`src/rtl/e_alu_md.sv`:
```
// e_alu_md: E-stage ALU plus iterative mult/div owning HI/LO (divider built only when ALU_MD_DIV_EN is defined)
module e_alu_md #(
  parameter int WIDTH      = 32,
  parameter int MUL_CYCLES = 5,
  parameter int DIV_CYCLES = 10
) (
  input  logic                     clk,
  input  logic                     reset,
  input  logic [WIDTH-1:0]         src_a,
  input  logic [WIDTH-1:0]         src_b,
  input  logic [$clog2(WIDTH)-1:0] shamt,
  input  logic [3:0]               alu_ctr,
  input  logic [3:0]               md_op,
  input  logic                     md_start,
  input  logic                     md_kill,
  output logic [WIDTH-1:0]         alu_result,
  output logic                     overflow,
  output logic [WIDTH-1:0]         md_rd_data,
  output logic                     md_busy,
  output logic [WIDTH-1:0]         hi,
  output logic [WIDTH-1:0]         lo
);
  localparam int SW   = $clog2(WIDTH);
  localparam int MAXC = MUL_CYCLES > DIV_CYCLES ? MUL_CYCLES : DIV_CYCLES;
  localparam int CW   = $clog2(MAXC + 1);
  logic [WIDTH:0]         sum, dif;
  logic [CW-1:0]          cnt;
  logic [WIDTH-1:0]       op_a, op_b;
  logic                   op_div, op_sgn;
  logic                   accept, mult_op, div_op, wr_ok;
  logic [2*WIDTH-1:0]     ext_a, ext_b, prod, res;
  assign sum = {src_a[WIDTH-1], src_a} + {src_b[WIDTH-1], src_b};
  assign dif = {src_a[WIDTH-1], src_a} - {src_b[WIDTH-1], src_b};
  always_comb begin
    case (alu_ctr)
      4'd0:    alu_result = sum[WIDTH-1:0];
      4'd1:    alu_result = dif[WIDTH-1:0];
      4'd2:    alu_result = src_a & src_b;
      4'd3:    alu_result = src_a | src_b;
      4'd4:    alu_result = src_b << (WIDTH / 2);
      4'd5:    alu_result = {{(WIDTH-1){1'b0}}, $signed(src_a) < $signed(src_b)};
      4'd6:    alu_result = {{(WIDTH-1){1'b0}}, src_a < src_b};
      4'd7:    alu_result = src_a ^ src_b;
      4'd8:    alu_result = ~(src_a | src_b);
      4'd9:    alu_result = src_b << shamt;
      4'd10:   alu_result = src_b >> shamt;
      4'd11:   alu_result = $signed(src_b) >>> shamt;
      4'd12:   alu_result = src_b << src_a[SW-1:0];
      4'd13:   alu_result = src_b >> src_a[SW-1:0];
      4'd14:   alu_result = $signed(src_b) >>> src_a[SW-1:0];
      default: alu_result = '0;
    endcase
  end
  assign overflow = (alu_ctr == 4'd0 && (sum[WIDTH] ^ sum[WIDTH-1])) ||
                    (alu_ctr == 4'd1 && (dif[WIDTH] ^ dif[WIDTH-1]));
  assign md_busy    = cnt != '0;
  assign accept     = md_start & ~md_kill & ~md_busy;
  assign mult_op    = md_op == 4'd1 || md_op == 4'd2;
  assign md_rd_data = md_op == 4'd5 ? hi : md_op == 4'd6 ? lo : '0;
  assign ext_a = op_sgn ? {{WIDTH{op_a[WIDTH-1]}}, op_a} : {{WIDTH{1'b0}}, op_a};
  assign ext_b = op_sgn ? {{WIDTH{op_b[WIDTH-1]}}, op_b} : {{WIDTH{1'b0}}, op_b};
  assign prod  = ext_a * ext_b;
`ifdef ALU_MD_DIV_EN
  logic             a_neg, b_neg;
  logic [WIDTH-1:0] ua, ub, q, r;
  assign div_op = md_op == 4'd3 || md_op == 4'd4;
  assign a_neg  = op_sgn & op_a[WIDTH-1];
  assign b_neg  = op_sgn & op_b[WIDTH-1];
  assign ua     = a_neg ? -op_a : op_a;
  assign ub     = b_neg ? -op_b : op_b;
  assign q      = ua / ub;
  assign r      = ua % ub;
  assign res    = op_div ? {a_neg ? -r : r, (a_neg ^ b_neg) ? -q : q} : prod;
  assign wr_ok  = ~op_div | (op_b != '0);
`else
  assign div_op = 1'b0;
  assign res    = prod;
  assign wr_ok  = ~op_div;
`endif
  always_ff @(posedge clk or posedge reset) begin
    if (reset) begin
      cnt    <= '0;
      op_a   <= '0;
      op_b   <= '0;
      op_div <= 1'b0;
      op_sgn <= 1'b0;
      hi     <= '0;
      lo     <= '0;
    end else begin
      if (accept && md_op == 4'd7) hi <= src_a;
      if (accept && md_op == 4'd8) lo <= src_a;
      if (accept && (mult_op || div_op)) begin
        op_a   <= src_a;
        op_b   <= src_b;
        op_div <= div_op;
        op_sgn <= md_op == 4'd1 || md_op == 4'd3;
        cnt    <= div_op ? CW'(DIV_CYCLES) : CW'(MUL_CYCLES);
      end else if (md_busy) begin
        cnt <= cnt - CW'(1);
        if (cnt == CW'(1) && wr_ok) {hi, lo} <= res;
      end
    end
  end
endmodule

```
`config.mk`:
```
export PLATFORM = sky130hd
export DESIGN_NAME = e_alu_md
export DESIGN_NICKNAME = d
export VERILOG_FILES = /design/src/rtl/e_alu_md.sv
export SDC_FILE = /design/constraint.sdc
export NUM_CORES = 2
export LEC_CHECK = 0
export BUFFER_PORTS_ARGS = -buffer_cell sky130_fd_sc_hd__buf_2
export CORE_MARGIN = 1
export CORE_UTILIZATION = 55
export DETAILED_ROUTE_END_ITERATION = 8
export GPL_ROUTABILITY_DRIVEN = 0
export PLACE_DENSITY_LB_ADDON = 0.25
export SLEW_MARGIN = 0
export SYNTH_ARGS = -nofsm -noshare
export SYNTH_HDL_FRONTEND = slang
export SYNTH_SLANG_ARGS = --single-unit
```
`constraint.sdc`:
```
create_clock -name clk -period 16.84 [get_ports clk]
set_clock_uncertainty 0.1 [all_clocks]
set_input_delay 5.052 -clock clk [delete_from_list [all_inputs] [get_ports clk]]
set_output_delay 5.052 -clock clk [all_outputs]
set_load 0.03 [all_outputs]
```
=== Word level (Yosys, flattened, before mapping) ===
Index checks and enable logic that the tools add are counted.

* Memory bits (read-only): 0
* Bits in writable memories: 0
* Memories: 0
* Input bits: 81
* Logic and storage cells: 76
* Bits in latches: 0
* Output and inout port bits: 130
* Flip-flop bits (word level): 133

* Equal/unequal tests: 22
* Multiply operators: 1
* Multiplexer cells: 15
* Shift-type cells: 6
* Reduce and logical (&&, ||, !) cells: 11
* Bitwise gates (word level): 10
* Div/mod/pow operators: 0
* Magnitude comparators: 2
* Add/subtract/negate cells: 3

{| class="wikitable"
|+ Operator list
! cell !! number
|-
| 32-bit case mux with 15 select lines || 1
|-
| 32-bit 2-to-1 mux || 10
|-
| 64-bit 2-to-1 mux || 2
|-
| 32-bit less-than comparator || 2
|-
| 64-bit by 64-bit multiplier with 64-bit output || 1
|-
| 32-bit by 5-bit left shift with 32-bit output || 2
|-
| 32-bit by 5-bit right shift with 32-bit output || 2
|-
| 32-bit by 5-bit >>> shifter with 32-bit output || 2
|-
| 32-bit by 32-bit adder with 33-bit output || 1
|-
| 32-bit by 32-bit subtractor with 33-bit output || 1
|-
| 32-bit AND || 1
|-
| 4-bit == test, second input constant || 8
|-
| 32-bit NOT || 1
|-
| 32-bit bitwise OR || 1
|-
| 32-bit XOR || 1
|-
| 4-bit by 3-bit == test with 1-bit output, second input constant || 7
|-
| 4-bit by 2-bit == test with 1-bit output, second input constant || 4
|-
| 4-bit by 1-bit == test with 1-bit output, second input constant || 3
|-
| 4-bit 2-to-1 mux || 2
|-
| 1-bit logical AND || 5
|-
| 4-bit logical NOT || 1
|-
| 4-bit nonzero test || 1
|-
| 4-bit by 1-bit subtractor with 4-bit output, second input constant || 1
|-
| 1-bit logical OR || 3
|-
| 4 further kinds || 7
|}

=== Longest topological paths before layout ===
* Depth in word-level cells: 8
* Mapped depth: 36
* Mapped depth without buffers: 33

=== Worst setup path after synthesis ===
Ideal clock, no wire load.

* Path kind: input-to-output
* Start: input src_b[4]
* End: output alu_result[31]
* Buffers on the path: 2
* Required time: 11.688 ns
* Data arrival time: 8.424 ns
* Slack: 3.264 ns
* Cell stages on the path: 14
* Cell sequence: clkbuf_1 > inv_1 > ha_1 > buf_4 > and3_1 > a221o_1 > o2bb2ai_1 > o211ai_1 > a32o_1 > a41o_1 > nand3_1 > a21oi_1 > o221a_2 > o21ai_0

* Cells in the longest elaborated chain, start to end: 2
* Elaborated cells between the ends (all ways): 9
* Classes of those cells: add/sub (2); shift (6); mux (1)

{| class="wikitable"
|+ RTL lines
! item !! RTL line !! source
|-
| start, declared || 10 || <nowiki>input logic [WIDTH-1:0] src_b,</nowiki>
|-
| 32-bit by 32-bit subtractor with 33-bit output, or another cell as far along || 33 || <nowiki>assign dif = {src_a[WIDTH-1], src_a} - {src_b[WIDTH-1], src_b};</nowiki>
|-
| 32-bit case mux with 15 select lines (*) || 35 || <nowiki>case (alu_ctr)</nowiki>
|-
| end, declared || 16 || <nowiki>output logic [WIDTH-1:0] alu_result,</nowiki>
|}

Every way passes the cells marked *; elsewhere a longest branch is shown, timed or not.

=== Final worst setup path ===
* Start: input alu_ctr[2]
* End: output alu_result[30]

* Cells in the longest elaborated chain, start to end: 2
* Elaborated cells between the ends (all ways): 16
* Classes of those cells: eq/ne (14); mux (1); reduce/logical (1)

{| class="wikitable"
|+ RTL lines
! item !! RTL line !! source
|-
| start, declared || 12 || <nowiki>input logic [3:0] alu_ctr,</nowiki>
|-
| 4-bit == test, or another cell as far along || 35 ||
|-
| 32-bit case mux with 15 select lines (*) || 35 ||
|}

Marked as above.

==> impl_metrics.yaml <==
setup_path:
  startpoint_type: "input pin"
  crit_required_ns: 11.69
  cp_slowest_cell: "nor4bb_4"
  path_cells: "buf_2 -> nor4bb_4 -> mux2i_4 -> buf_4 -> mux2i_1 -> o21ai_0 -> mux2_2 -> o21ai_0 -> o311ai_1 -> nor3_1 -> nand3_1 -> a21boi_1 -> buf_2"
  rr_endpoint: "hi[26]"
  worstPathMaxFanout: 24
  endpoint_kind: "output pin"
  timing.rr.start: "op_a[31]"
  critPathMaxStageDelay_ns: 0.82
  ff2ff_setup_slack_ns: 5.56
  critical-path-top-delay-family: "multiplexers"
  arrival_ns: 9.48
  path_buf_inv: 3
  criticalPathCategory: "in -> out"
  reg2regPathDepth: 29
routing:
  drtAntennaViolNets: 0
  drt_iter0_drc: 5595
  firstDrtPassIters: 9
  drt-total-wl_mm: 206.3
  wl_per_cell_um: 24.02
  routed.top_layer: "met5"
  route.detailed.drc: 63
  drt-met1-wl_mm: 80.00
  wl_met2_mm: 90.91
  avgViaCountPerCell: 5.980
  wl_met3_mm: 24.82
  vias: 51375
placement:
  dp.cells: 8557
  place_area_mm2: 0.06602
  hpwlAfterDp_mm: 164.6
  portBuffers: 210
  dp_slack_ns: 2.311
clock_tree:
  cts_buffers: 17
  htree_levels: 4
  post_cts_buffers: 0
  clockBufferDepth: 2
  clk_latency_ns: 0.45
  clkSlewWorstSetupHoldPaths_ns: 0.06
  ctsResizeCount: 0
  cts_num_sinks: 133
  cts_tree: "done"
  root_buffer: "clkbuf_16"
  cts_hold_buf: 0
cells_and_area:
  drive_above_1_share_pct: 6.415
  finalInstanceArea_mm2: 0.06659
  nets: 8972
  nFillCells: 10163
  final_util_pct: 58.08
  fin_cells: 8591
  syn_to_final_growth_pct: 4.474
yosys:
  synth_area_mm2: 0.06374
  synth_cells: 7136
  synth-seq-cells: 133
  synth-main-ff-cell: "dfrtp_1"
  post_synth_num_cell_types: 87
  yosysWarnings: 0
  yosysSeqAreaShare_pct: 5.222
  syn_nets: 9044
  async_reset_ff_share_pct: 100.0
  synth_edf_count: 0
  avgSynthCellArea_um2: 8.932
global_routing:
  grt_pass1_vias: 54006
  grt_pass1_wl_mm: 320.7
  grt_overflow: 0
  grt_max_degree: 80
  grt_usage_pct: 36.20
  antenna_found_initial: 11
timing:
  tightestPinTransition_ns: 1.259
  tns_ns: 0
  fin_crit_ns: 14.64
  holdWs_ns: 0.3770
  setup_viol: 0
  rsz0062_at_grt: "no"
  period_share_pct: 86.91
  max_freq_ghz: 0.06833
  fin_ws_ns: 2.204
  relSlewSlack_pct: 15.17
  hold_viol_final: 0
  final-max-slew-violation-count: 0
power_and_ir_drop:
  p_clk_share_pct: 6.9
  leakagePower_nw: 34.51
  total_power_mw: 5.219
  comb_power_share_pct: 81.1
  sw_frac_of_total_pct: 62.29
  seqPwrFrac_pct: 11.9
  power.net_switching_mw: 3.251
  p_int_mw: 1.968
  peakVddDrop_v: 0.0001008
  powerDensity_mw_per_mm2: 78.37
worst_hold_path:
  worstHoldStart: "op_a[15]"
  hold_path_depth: 2
  worst_hold_path.endpoint: "op_a[15]"
  hp-class: "reg -> reg"
floorplanning:
  fp.dieW_um: 342.4
  start_util_pct: 55.59
  rows: 124
  core_area_mm2: 0.1147
  fp.dieArea_mm2: 0.1173
  die_y_um: 342.4
  ios: 211
run:
  drv_cap: 0
status:
  violations: "design-rule violations"
  status: "finished, violations left"
how the worst max path moves through the flow:
stage | to | slack (ns) | cells after the start | from
after floorplan | alu_result[31] | 3.26 | 14 | src_b[4]
after global placement | alu_result[30] | 2.39 | 13 | alu_ctr[2]
after detailed placement | alu_result[26] | 2.31 | 12 | alu_ctr[2]
after CTS | alu_result[26] | 2.28 | 12 | alu_ctr[2]
after global routing | alu_result[30] | 1.92 | 13 | alu_ctr[2]
final | alu_result[30] | 2.20 | 13 | alu_ctr[2]
placed cells by master (no fill, tap or decap), types with 110 or more instances in the layout:
cell type and instances:
inv_1 1623, fa_1 1421, nand2_1 842, and2_1 578, ha_1 406, o21ai_0 246
mux2i_1 222, buf_2 210, a21oi_1 198, nor2_1 178, dfrtp_1 126, buf_4 110
synth_stat cells, types with 14 or more instances:
cell,count,share of area [%]
a31oi_1,35,0.34
mux2_2,20,0.35
xnor2_1,99,1.4
mux2i_1,227,3.6
o21ai_0,247,1.9
fa_1,1421,45
o21bai_1,24,0.28
nand3_1,67,0.53
a21oi_1,200,1.6
and3_1,33,0.32
a222oi_1,16,0.25
ha_1,406,8.0
nand2_1,844,5.0
a21o_1,57,0.67
buf_2,26,0.20
buf_1,23,0.14
nor2b_1,24,0.24
o2111ai_1,15,0.21
xor2_1,30,0.41
clkbuf_1,349,2.1
a22o_1,36,0.49
mux4_2,28,0.99
o22ai_1,14,0.14
dfrtp_1,133,5.2
nor2_1,181,1.1
a211oi_1,32,0.38
a221oi_1,37,0.51
nor3_1,35,0.27
o31ai_1,19,0.22
o211ai_1,37,0.44
nand4_1,23,0.23
and2_1,578,5.7
inv_1,1624,9.6
sequential cells by signal (all words and copies together), names as in the netlist:
signal	flops
lo	32
cnt	4
op_a	32
op_sgn	1
hi	32
op_b	32
power by group through the flow:
stage                     clock network (mW)  logic [mW]  registers [mW]
after floorplan                            0        2.59           0.606
after global placement                     0        4.06           0.612
after detailed placement                   0        4.10           0.612
after CTS                              0.362        4.15           0.610
after global routing                   0.377        4.62           0.625
final                                  0.362        4.23           0.622
layout make-up:
type | instances | area, um^2 | share of cell area (%)
flip-flops and latches | 133 | 3337 | 5.011
diodes | 2 | 5.005 | 0.007516
multi-input cells | 4968 | 52810 | 79.31
repair buffers | 320 | 1877 | 2.818
clock inverters | 13 | 126.4 | 0.1898
clock buffers | 19 | 442.9 | 0.6651
inverters | 1624 | 6101 | 9.162
well taps | 1512 | 1892 | 2.841
cell families (layout without fill, tap and decap cells):
logic type / after synthesis / after routing / share of synthesized area (%)
XOR/XNOR: 129 / 129 / 1.773
other: 0 / 2 / 0
multiplexers: 281 / 281 / 5.110
adder cells (fa/ha/maj): 1830 / 1830 / 52.65
flip-flops: 133 / 133 / 5.222
AND/OR/NAND/NOR: 1831 / 1831 / 13.84
AO/OA/AOI/OAI: 897 / 897 / 9.250
buffers and inverters: 2035 / 1976 / 12.15
worst min-delay path: cells and delay by family (launching register included):
kind	cells	cell delay, ns
and+or+nand+nor	1	0.05
AOI/OAI and AO/OA	1	0.06
DFF	1	0.34
per-layer routing:
metal | vias up | global-route usage [%]
met1 | 25943 | 48.93
met5 | - | 0.8170
met2 | 3068 | 54.82
li1 | 21686 | -
met4 | 14 | 14.52
met3 | 664 | 10.37
(Power assumes the default switching activity.)
